**src/rtl/univ_shift_reg_if.sv**
```systemverilog
// Bundle of data/control signals between the lab top level and univ_shift_reg.
// master drives operation requests; slave (the register) returns its state and display.
interface univ_shift_reg_if #(
    parameter int WIDTH = 8
);
    localparam int CNTW = $clog2(WIDTH + 1);

    logic             en;
    logic [2:0]       mode;
    logic             ser_in;
    logic [WIDTH-1:0] par_in;
    logic [2:0]       nib_sel;
    logic [WIDTH-1:0] q;
    logic             ser_out_lsb;
    logic             ser_out_msb;
    logic [CNTW-1:0]  shift_cnt;
    logic             word_done;
    logic [7:0]       seg;

    modport master (
        output en, mode, ser_in, par_in, nib_sel,
        input  q, ser_out_lsb, ser_out_msb, shift_cnt, word_done, seg
    );

    modport slave (
        input  en, mode, ser_in, par_in, nib_sel,
        output q, ser_out_lsb, ser_out_msb, shift_cnt, word_done, seg
    );
endinterface

```
**src/rtl/univ_shift_reg.sv**
```systemverilog
// Universal shift register with serial-word counter and 7-segment nibble display.
// Serial shifts (SHR/SHL) are counted; word_done pulses when a full word has arrived.
module univ_shift_reg #(
    parameter int WIDTH = 8,
    parameter int CNTW  = $clog2(WIDTH + 1),
    parameter int NNIB  = (WIDTH + 3) / 4
) (
    input  logic            clk_2,
    input  logic            reset,
    univ_shift_reg_if.slave bus
);
    localparam int PADW = NNIB * 4;

    typedef enum logic [2:0] {
        M_HOLD  = 3'b000,
        M_SHR   = 3'b001,
        M_SHL   = 3'b010,
        M_ROR   = 3'b011,
        M_ROL   = 3'b100,
        M_LOAD  = 3'b101,
        M_CLEAR = 3'b110,
        M_ASR   = 3'b111
    } mode_e;

    mode_e            mode;
    logic [WIDTH-1:0] q;
    logic [WIDTH-1:0] q_next;
    logic [CNTW-1:0]  shift_cnt;
    logic             word_done;
    logic             serial;

    assign mode = mode_e'(bus.mode);

    always_comb begin
        // NOTE: every output of this block gets a default first, so no path can infer a latch.
        q_next = q;
        serial = 1'b0;
        case (mode)
            M_HOLD:  q_next = q;
            M_SHR: begin
                q_next = {bus.ser_in, q[WIDTH-1:1]};
                serial = 1'b1;
            end
            M_SHL: begin
                q_next = {q[WIDTH-2:0], bus.ser_in};
                serial = 1'b1;
            end
            M_ROR:   q_next = {q[0], q[WIDTH-1:1]};
            M_ROL:   q_next = {q[WIDTH-2:0], q[WIDTH-1]};
            M_LOAD:  q_next = bus.par_in;
            M_CLEAR: q_next = '0;
            M_ASR:   q_next = {q[WIDTH-1], q[WIDTH-1:1]};
            default: q_next = q;
        endcase
    end

    // NOTE: reset is tested inside the clocked branch (synchronous), and all state uses
    // non-blocking assignments so each register samples pre-edge values.
    always_ff @(posedge clk_2) begin
        if (reset) begin
            q         <= '0;
            shift_cnt <= '0;
            word_done <= 1'b0;
        end else if (!bus.en) begin
            word_done <= 1'b0;
        end else begin
            q <= q_next;
            if (serial) begin
                if (shift_cnt == CNTW'(WIDTH - 1)) begin
                    shift_cnt <= '0;
                    word_done <= 1'b1;
                end else begin
                    shift_cnt <= shift_cnt + CNTW'(1);
                    word_done <= 1'b0;
                end
            end else begin
                word_done <= 1'b0;
                if (mode == M_LOAD || mode == M_CLEAR) shift_cnt <= '0;
            end
        end
    end

    // Display path: zero-extend q to whole nibbles so a partial top nibble reads as 0.
    logic [PADW-1:0] padded;
    logic [3:0]      nib;
    logic            blank;
    logic [7:0]      seg;

    always_comb begin
        padded            = '0;
        padded[WIDTH-1:0] = q;
        nib               = 4'h0;
        blank             = 1'b1;
        for (int n = 0; n < NNIB; n++) begin
            if (bus.nib_sel == 3'(n)) begin
                nib   = padded[4*n +: 4];
                blank = 1'b0;
            end
        end
    end

    always_comb begin
        case (nib)
            4'h0: seg = 8'h3F;
            4'h1: seg = 8'h06;
            4'h2: seg = 8'h5B;
            4'h3: seg = 8'h4F;
            4'h4: seg = 8'h66;
            4'h5: seg = 8'h6D;
            4'h6: seg = 8'h7D;
            4'h7: seg = 8'h07;
            4'h8: seg = 8'h7F;
            4'h9: seg = 8'h6F;
            4'hA: seg = 8'h77;
            4'hB: seg = 8'h7C;
            4'hC: seg = 8'h39;
            4'hD: seg = 8'h5E;
            4'hE: seg = 8'h79;
            4'hF: seg = 8'h71;
            default: seg = 8'h00;
        endcase
        if (blank) seg = 8'h00;
    end

    assign bus.q           = q;
    assign bus.ser_out_lsb = q[0];
    assign bus.ser_out_msb = q[WIDTH-1];
    assign bus.shift_cnt   = shift_cnt;
    assign bus.word_done   = word_done;
    assign bus.seg         = seg;
endmodule

```
**src/flat_wrapper.sv**
```systemverilog
// flat-port wrapper written by rule: the top's interface ports become plain ports
module univ_shift_reg_flat 
#(
    parameter int WIDTH = 8,
    parameter int CNTW  = $clog2(WIDTH + 1),
    parameter int NNIB  = (WIDTH + 3) / 4
)
  (clk_2, reset, bus_en, bus_mode, bus_ser_in, bus_par_in, bus_nib_sel, bus_q, bus_ser_out_lsb, bus_ser_out_msb, bus_shift_cnt, bus_word_done, bus_seg);
  univ_shift_reg_if #(.WIDTH(WIDTH)) bus_i ();
  input  logic clk_2;
  input  logic reset;
  input wire logic [$bits(bus_i.en)-1:0] bus_en;
  input wire logic [$bits(bus_i.mode)-1:0] bus_mode;
  input wire logic [$bits(bus_i.ser_in)-1:0] bus_ser_in;
  input wire logic [$bits(bus_i.par_in)-1:0] bus_par_in;
  input wire logic [$bits(bus_i.nib_sel)-1:0] bus_nib_sel;
  output wire logic [$bits(bus_i.q)-1:0] bus_q;
  output wire logic [$bits(bus_i.ser_out_lsb)-1:0] bus_ser_out_lsb;
  output wire logic [$bits(bus_i.ser_out_msb)-1:0] bus_ser_out_msb;
  output wire logic [$bits(bus_i.shift_cnt)-1:0] bus_shift_cnt;
  output wire logic [$bits(bus_i.word_done)-1:0] bus_word_done;
  output wire logic [$bits(bus_i.seg)-1:0] bus_seg;
  assign bus_i.en = bus_en;
  assign bus_i.mode = bus_mode;
  assign bus_i.ser_in = bus_ser_in;
  assign bus_i.par_in = bus_par_in;
  assign bus_i.nib_sel = bus_nib_sel;
  assign bus_q = bus_i.q;
  assign bus_ser_out_lsb = bus_i.ser_out_lsb;
  assign bus_ser_out_msb = bus_i.ser_out_msb;
  assign bus_shift_cnt = bus_i.shift_cnt;
  assign bus_word_done = bus_i.word_done;
  assign bus_seg = bus_i.seg;
  univ_shift_reg #(.WIDTH(WIDTH), .CNTW(CNTW), .NNIB(NNIB)) u_core (.clk_2(clk_2), .reset(reset), .bus(bus_i));
endmodule
```
**config.mk**
```make
export PLATFORM = sky130hd
export DESIGN_NAME = univ_shift_reg_flat
export DESIGN_NICKNAME = d
export VERILOG_FILES = /design/src/rtl/univ_shift_reg_if.sv /design/src/rtl/univ_shift_reg.sv /design/src/flat_wrapper.sv
export SDC_FILE = /design/constraint.sdc
export NUM_CORES = 1
export LEC_CHECK = 0
export BUFFER_PORTS_ARGS = -buffer_cell sky130_fd_sc_hd__buf_4
export CAP_MARGIN = 5
export CORE_MARGIN = 3
export CORE_UTILIZATION = 45
export DETAILED_ROUTE_END_ITERATION = 16
export PLACE_DENSITY_LB_ADDON = 0.12
export SYNTH_ARGS = -nofsm -noshare
export SYNTH_HDL_FRONTEND = slang
export SYNTH_SLANG_ARGS = --single-unit
```
**constraint.sdc**
```tcl
create_clock -name clk_2 -period 1.5 [get_ports clk_2]
set_input_delay 0.15 -clock clk_2 [delete_from_list [all_inputs] [get_ports clk_2]]
set_output_delay 0.15 -clock clk_2 [all_outputs]
set_load 0.05 [all_outputs]
```
==> impl_metrics.csv, run 1 <==
group,metric,value,unit
clock_tree,cts_buffer_depth,2,
global_route,grt_use_met1,29.1,%
routing,dr.first_iter.drc_count,56,
place,place_area,1850,sq um
global_route,grt_util_met2,37.3,%
synth,netlist_area,1230,sq um
clock_tree,cts_sinks,13,
place,pre_cts_ws,-0.257,ns
layout,final_cell_area,1920,sq um
worst_setup_path,start_kind,"register",
place,dp.cells,229,
min_path,hold_start,"reset",
power_and_ir_drop,leakage,0.807,nW
power_and_ir_drop,pwr_density_cell,623,nW/um^2
worst_setup_path,reg2reg_from,"u_core.bus.q[0]",
timing,setup_viol,7,
worst_setup_path,cp-startpoint,"u_core.bus.q[1]",
global_route,top_usage_layer,"met2",
routing,route.detailed.drc,0,
global_route,grt_max_degree,15,
timing,hold_viol_final,0,
place,io_buffers,39,
timing,fmax,539,MHz
floorplanning,die-area,3390,sq um
timing,drv_slew,0,
routing,wl_per_cell,14.6,um
routing,drt_pass1_iterations,4,
synth,ys_types,39,
synth,ys_ff_latch,13,
timing,whs,0.148,ns
worst_setup_path,crit_path_end_kind,"output port",
routing,ant_nets,0,
worst_setup_path,crit_required,1.35,ns
synth,synth_nets,177,
layout,diodes,0,
worst_setup_path,arrival,1.70,ns
synth,yosysSeqAreaShare,21.2,%
global_route,grt_use_met3,3.56,%
floorplanning,rows,18,
layout,area_growth,56.9,%
synth,yosys_warnings,0,
job,cap_violations,0,
floorplanning,initial_utilization,48.2,%
timing,period_share,124,%
worst_setup_path,crit_path_frequent_cell,"buf_6",
layout,layout_common_cells,"buf_4 (53), nand2_1 (17), nor2_1 (15), buf_6 (8), a211oi_1 (7)",
layout,ff_latch_area,283,sq um
worst_setup_path,cp_max_fo,5,
clock_tree,ctsHoldBuffers,0,
layout,final_util,75.6,%
global_route,grt_pass1_wl,5840,um
power_and_ir_drop,peakVddDrop,0.000627,V
worst_setup_path,crit_path_max_incr_delay,0.36,ns
timing,period_needed,1.85,ns
routing,vias,1279,
layout,fillers,191,
layout,drive_gt1_share,56.2,%
synth,yosysTopAreaCell,"dfxtp_1",
clock_tree,cts_max_level,1,
timing,worst_slack,-0.354,ns
clock_tree,clk_latency,0.27,ns
layout,mostFrequentLayoutCell,"buf_4",
routing,finalWirelength,3400,um
global_route,track_usage,21.8,%
layout,multiInputGateArea,1070,sq um
synth,postSynthAreaPerCell,8.28,sq um
power_and_ir_drop,finalPower,1.20,mW
floorplanning,die_w,58.2,um
floorplanning,io_pins,41,
layout,nets,233,
worst_setup_path,path_class,"reg2out",
layout,instances_no_fill,233,
run_status,violations,"negative setup slack",
floorplanning,die_y,58.2,um
clock_tree,cts_root_buf,"clkbuf_4",
worst_setup_path,path_buf_inv,2,
synth,synth_top_area_share,21.2,%
global_route,antenna_found_initial,0,
clock_tree,cts_tree,"yes",
place,gp_congestion,0.835,
timing,finalSetupTns,-2.19,ns
worst_setup_path,crit_chain,"mux2i_4, nor2_4, buf_6, ha_4, nand2_2, nand3_2, a21oi_4, buf_6",
clock_tree,path_clk_slew,0.08,ns
worst_setup_path,worst_path_max_delay_cell,"dfxtp_4",
place,hpwl,2770,um
timing,fin_worst_skew,0.00128,ns
synth,netlist_top_cells_area,"dfxtp_1 (21%), ha_1 (11%), a211oi_1 (5.5%)",
worst_setup_path,critPathTopFamily,"flip-flops",
floorplanning,design.core.area,2540,sq um
run_status,status,"finished with violations",
clock_tree,cts_buffers,3,
synth,netlist_instances,148,
timing,rsz0062_at_grt,"true",
global_route,grt_pass1_vias,1283,
global_route,grt.overflow.total,0,
min_path,min_path_type,"in2reg",
routing,vias_per_cell,5.49,
## report_power, final
part	leakage [nW]	switching [mW]	total (mW)	internal, mW
clock	0.0177	0.117	0.216	0.0986
sequential	0.111	0.0225	0.386	0.363
combinational	0.678	0.353	0.597	0.244
total	0.807	0.493	1.20	0.706
## cell families (layout without fill, tap and decap cells)
kind of cell	Yosys count	count (layout)	synth area share (%)
simple gates	61	61	24.6
mux	10	10	11.8
buf+inv	15	70	7.55
other cells	1	1	0.306
compound gates	37	37	23.3
fa+ha+maj	11	11	11.2
flops	13	13	21.2
## worst register-to-register path: stages (launching register included)
cell	delay [ns]
dfxtp_4	0.36
buf_4	0.15
and3b_1	0.18
a221oi_2	0.18
mux2_4	0.19
o21ai_2	0.04
## final cells by class
class,instances,area share [%]
Clock inverter,1,0.260
Multi-Input combinational cell,120,55.5
Sequential cell,13,14.7
Clock buffer,3,1.17
Tap cell,30,1.95
Inverter,5,1.11
Timing Repair Buffer,61,25.4
## state kept, by name, indices dropped and copies added (netlist names)
register              cells
u_core.bus.q              8
u_core.bus.shift_cnt      4
u_core.bus.word_done      1
## per-layer routing
metal  vias to the layer above  share of wire (%)  routed length (um)
li1                        636                  -                   -
met1                       603                 44                1510
met2                        40                 51                1720
met3                         0                5.0                 169
met4                         0                  0                   0
met5                         -                  0                   0
## what timing repair did
item,CTS,global route
setup buffers,1,0
resized for setup,13,0
setup endpoints to repair,7,7
pin swaps,8,1
endpoints found under the hold margin,0,0
## cell usage after synthesis, drive strengths merged
cell / count
a211oi: 10
a21oi: 7
a221oi: 8
a22oi: 2
and2: 2
and3b: 1
buf: 7
clkbuf: 3
conb: 1
dfxtp: 13
ha: 11
inv: 5
mux2: 4
mux2i: 6
nand2: 21
nand2b: 1
nand3: 5
nand3b: 5
nand4: 1
nor2: 17
nor2b: 2
nor3: 4
nor4b: 1
o21a: 1
o21ai: 6
o21bai: 2
o22a: 1
or2: 1
## final timing paths
check | end | slack (ns) | cells after the start
max | bus_seg[3] | -0.35 | 8
min | u_core.bus.q[4] | 0.15 | 2
max reg2reg | u_core.bus.q[7] | 0.30 | 5
min reg2reg | u_core.bus.shift_cnt[3] | 0.51 | 2
Note: power is estimated with default switching activity, not from simulation.
==> run 2: changes to the inputs <==
--- a/config.mk
+++ b/config.mk
@@ -9,6 +9,7 @@
 export CAP_MARGIN = 5
 export CORE_MARGIN = 3
 export CORE_UTILIZATION = 45
+export CTS_BUF_LIST = sky130_fd_sc_hd__clkbuf_16
 export DETAILED_ROUTE_END_ITERATION = 16
 export PLACE_DENSITY_LB_ADDON = 0.12
 export SYNTH_ARGS = -nofsm -noshare
==> run 2 against run 1 <==
Against the previous run: critical path type unchanged; the run still ends with negative setup slack left; count of clock-buffer cells in the layout did not move; critical endpoint is now bus_seg[0]; total power rose by 24%; register-to-register slack about the same.
==> impl_metrics.csv, run 2 (synthesis results as in run 1) <==
group,metric,value,unit
routing,drt_pass1_iterations,4,
layout,layout_common_cells,"buf_4 (52), nand2_1 (16), nor2_1 (15), buf_6 (9)",
routing,finalWirelength,3430,um
clock_tree,cts_sinks,13,
power_and_ir_drop,clkPwrFrac,33.4,%
layout,nets,233,
routing,ant_nets,0,
routing,vias,1276,
run_status,violations,"negative setup slack",
layout,top_register,"u_core.bus.q",
timing,whs,0.189,ns
place,hpwl,2770,um
global_route,grt_pass1_wl,5790,um
worst_setup_path,path_class,"reg2out",
floorplanning,die_w,58.2,um
routing,route.detailed.drc,0,
timing,finalSetupTns,-1.97,ns
routing,dr.first_iter.drc_count,39,
worst_setup_path,cp_max_fo,6,
place,io_buffers,39,
worst_setup_path,worst_path_max_delay_cell,"dfxtp_4",
min_path,min_path_type,"in2reg",
layout,drive_gt1_share,56.2,%
routing,vias_per_cell,5.48,
timing,fin_worst_skew,0.00179,ns
clock_tree,ctsHoldBuffers,0,
clock_tree,clk_latency,0.24,ns
layout,reg_top3,"u_core.bus.q (8), u_core.bus.shift_cnt (4), u_core.bus.word_done (1)",
layout,area_growth,62.2,%
timing,worst_slack,-0.312,ns
timing,setup_viol,7,
layout,diodes,0,
layout,fillers,177,
routing,wl_per_cell,14.7,um
power_and_ir_drop,pwr_density_cell,748,nW/um^2
power_and_ir_drop,peakVddDrop,0.000697,V
global_route,track_usage,21.9,%
place,gp_congestion,0.835,
clock_tree,cts_buffer_depth,2,
worst_setup_path,crit_path_end_kind,"output port",
timing,hold_viol_final,0,
global_route,grt.overflow.total,0,
timing,fmax,552,MHz
layout,largest_reg_flops,8,
timing,rsz0062_at_grt,"true",
floorplanning,io_pins,41,
power_and_ir_drop,leakage,0.842,nW
floorplanning,rows,18,
worst_setup_path,cp-startpoint,"u_core.bus.q[4]",
timing,period_needed,1.81,ns
floorplanning,design.core.area,2540,sq um
floorplanning,die_y,58.2,um
worst_setup_path,arrival,1.66,ns
power_and_ir_drop,p_switching,0.524,mW
worst_setup_path,crit_path_max_incr_delay,0.36,ns
global_route,antenna_found_initial,0,
global_route,grt_pass1_vias,1222,
clock_tree,path_clk_slew,0.05,ns
clock_tree,cts_root_buf,"clkbuf_16",
floorplanning,die-area,3390,sq um
worst_setup_path,reg2reg_from,"u_core.bus.q[0]",
min_path,hold_start,"reset",
power_and_ir_drop,seqPwrFrac,26.0,%
power_and_ir_drop,combPwrFrac,40.5,%
power_and_ir_drop,finalPower,1.49,mW
clock_tree,cts_max_level,1,
global_route,grt_max_degree,15,
layout,mostFrequentLayoutCell,"buf_4",
job,cap_violations,0,
clock_tree,cts_buffers,3,
worst_setup_path,crit_chain,"mux2i_4, nor2_4, inv_4, ha_4, o22a_1, a21oi_4, buf_6",
timing,drv_slew,0,
floorplanning,initial_utilization,48.2,%
power_and_ir_drop,p_int,0.965,mW
worst_setup_path,start_kind,"register",
power_and_ir_drop,p_sw_share,35.2,%
timing,period_share,121,%
layout,final_util,78.2,%
clock_tree,cts_tree,"yes",
worst_setup_path,crit_required,1.35,ns
run_status,status,"finished with violations",
## run 2: per-layer routing
| metal | track usage, % | routed length [um] |
|---|---|---|
| met4 | 2.98 | 14 |
| met5 | 0 | 0 |
| met2 | 37.4 | 1730 |
| met1 | 29.6 | 1530 |
| met3 | 3.56 | 157 |
## run 2: critical path: cells and delay by family, from the launching register on
| kind | cells | cell delay, ns |
|---|---|---|
| and+or+nand+nor | 1 | 0.23 |
| adders and majority gates | 1 | 0.19 |
| buffers and inverters | 2 | 0.26 |
| muxes | 1 | 0.07 |
| AOI/OAI and AO/OA | 2 | 0.33 |
| DFF | 1 | 0.36 |
## run 2: power groups by stage
stage | clock network [mW] | registers, mW | logic, mW
2_1_floorplan | 0 | 0.460 | 0.337
4_1_cts | 0.506 | 0.388 | 0.600
6_report | 0.498 | 0.388 | 0.604
5_1_grt | 0.521 | 0.389 | 0.641
3_3_place_gp | 0 | 0.393 | 0.566
3_5_place_dp | 0 | 0.394 | 0.580
## run 2: area by class of cell
type | count | area (sq um) | area share [%]
multi-input cells | 120 | 1080 | 54.1
repair buffers | 61 | 492 | 24.7
flip-flops and latches | 13 | 283 | 14.2
clock buffers | 3 | 75.1 | 3.77
well taps | 30 | 37.5 | 1.89
inverters | 5 | 21.3 | 1.07
clock inverters | 1 | 5.00 | 0.252
## run 2: final timing paths
kind                                           endpoint  slack [ns]  cells after the start
worst min-delay path            u_core.bus.shift_cnt[2]        0.19                      2
worst min register to register  u_core.bus.shift_cnt[3]        0.51                      2
worst max register to register          u_core.bus.q[7]        0.30                      5
worst max-delay path                         bus_seg[0]       -0.31                      7
## run 2: through the flow
stage	instance area, sq um	cells	setup slack (ns)
after CTS	1980	233	-0.318
after global placement	1850	229	-0.231
final	1990	233	-0.312
after global routing	1990	233	-0.371
after detailed placement	1850	229	-0.257
after floorplan	1430	148	-0.270
## run 2: timing repair
| item | 4_1_cts | 5_1_grt |
|---|---|---|
| pin swaps | 9 | 4 |
| endpoints found under the setup margin | 7 | 7 |
| buffers inserted | 1 | 0 |
| resized for setup | 12 | 3 |
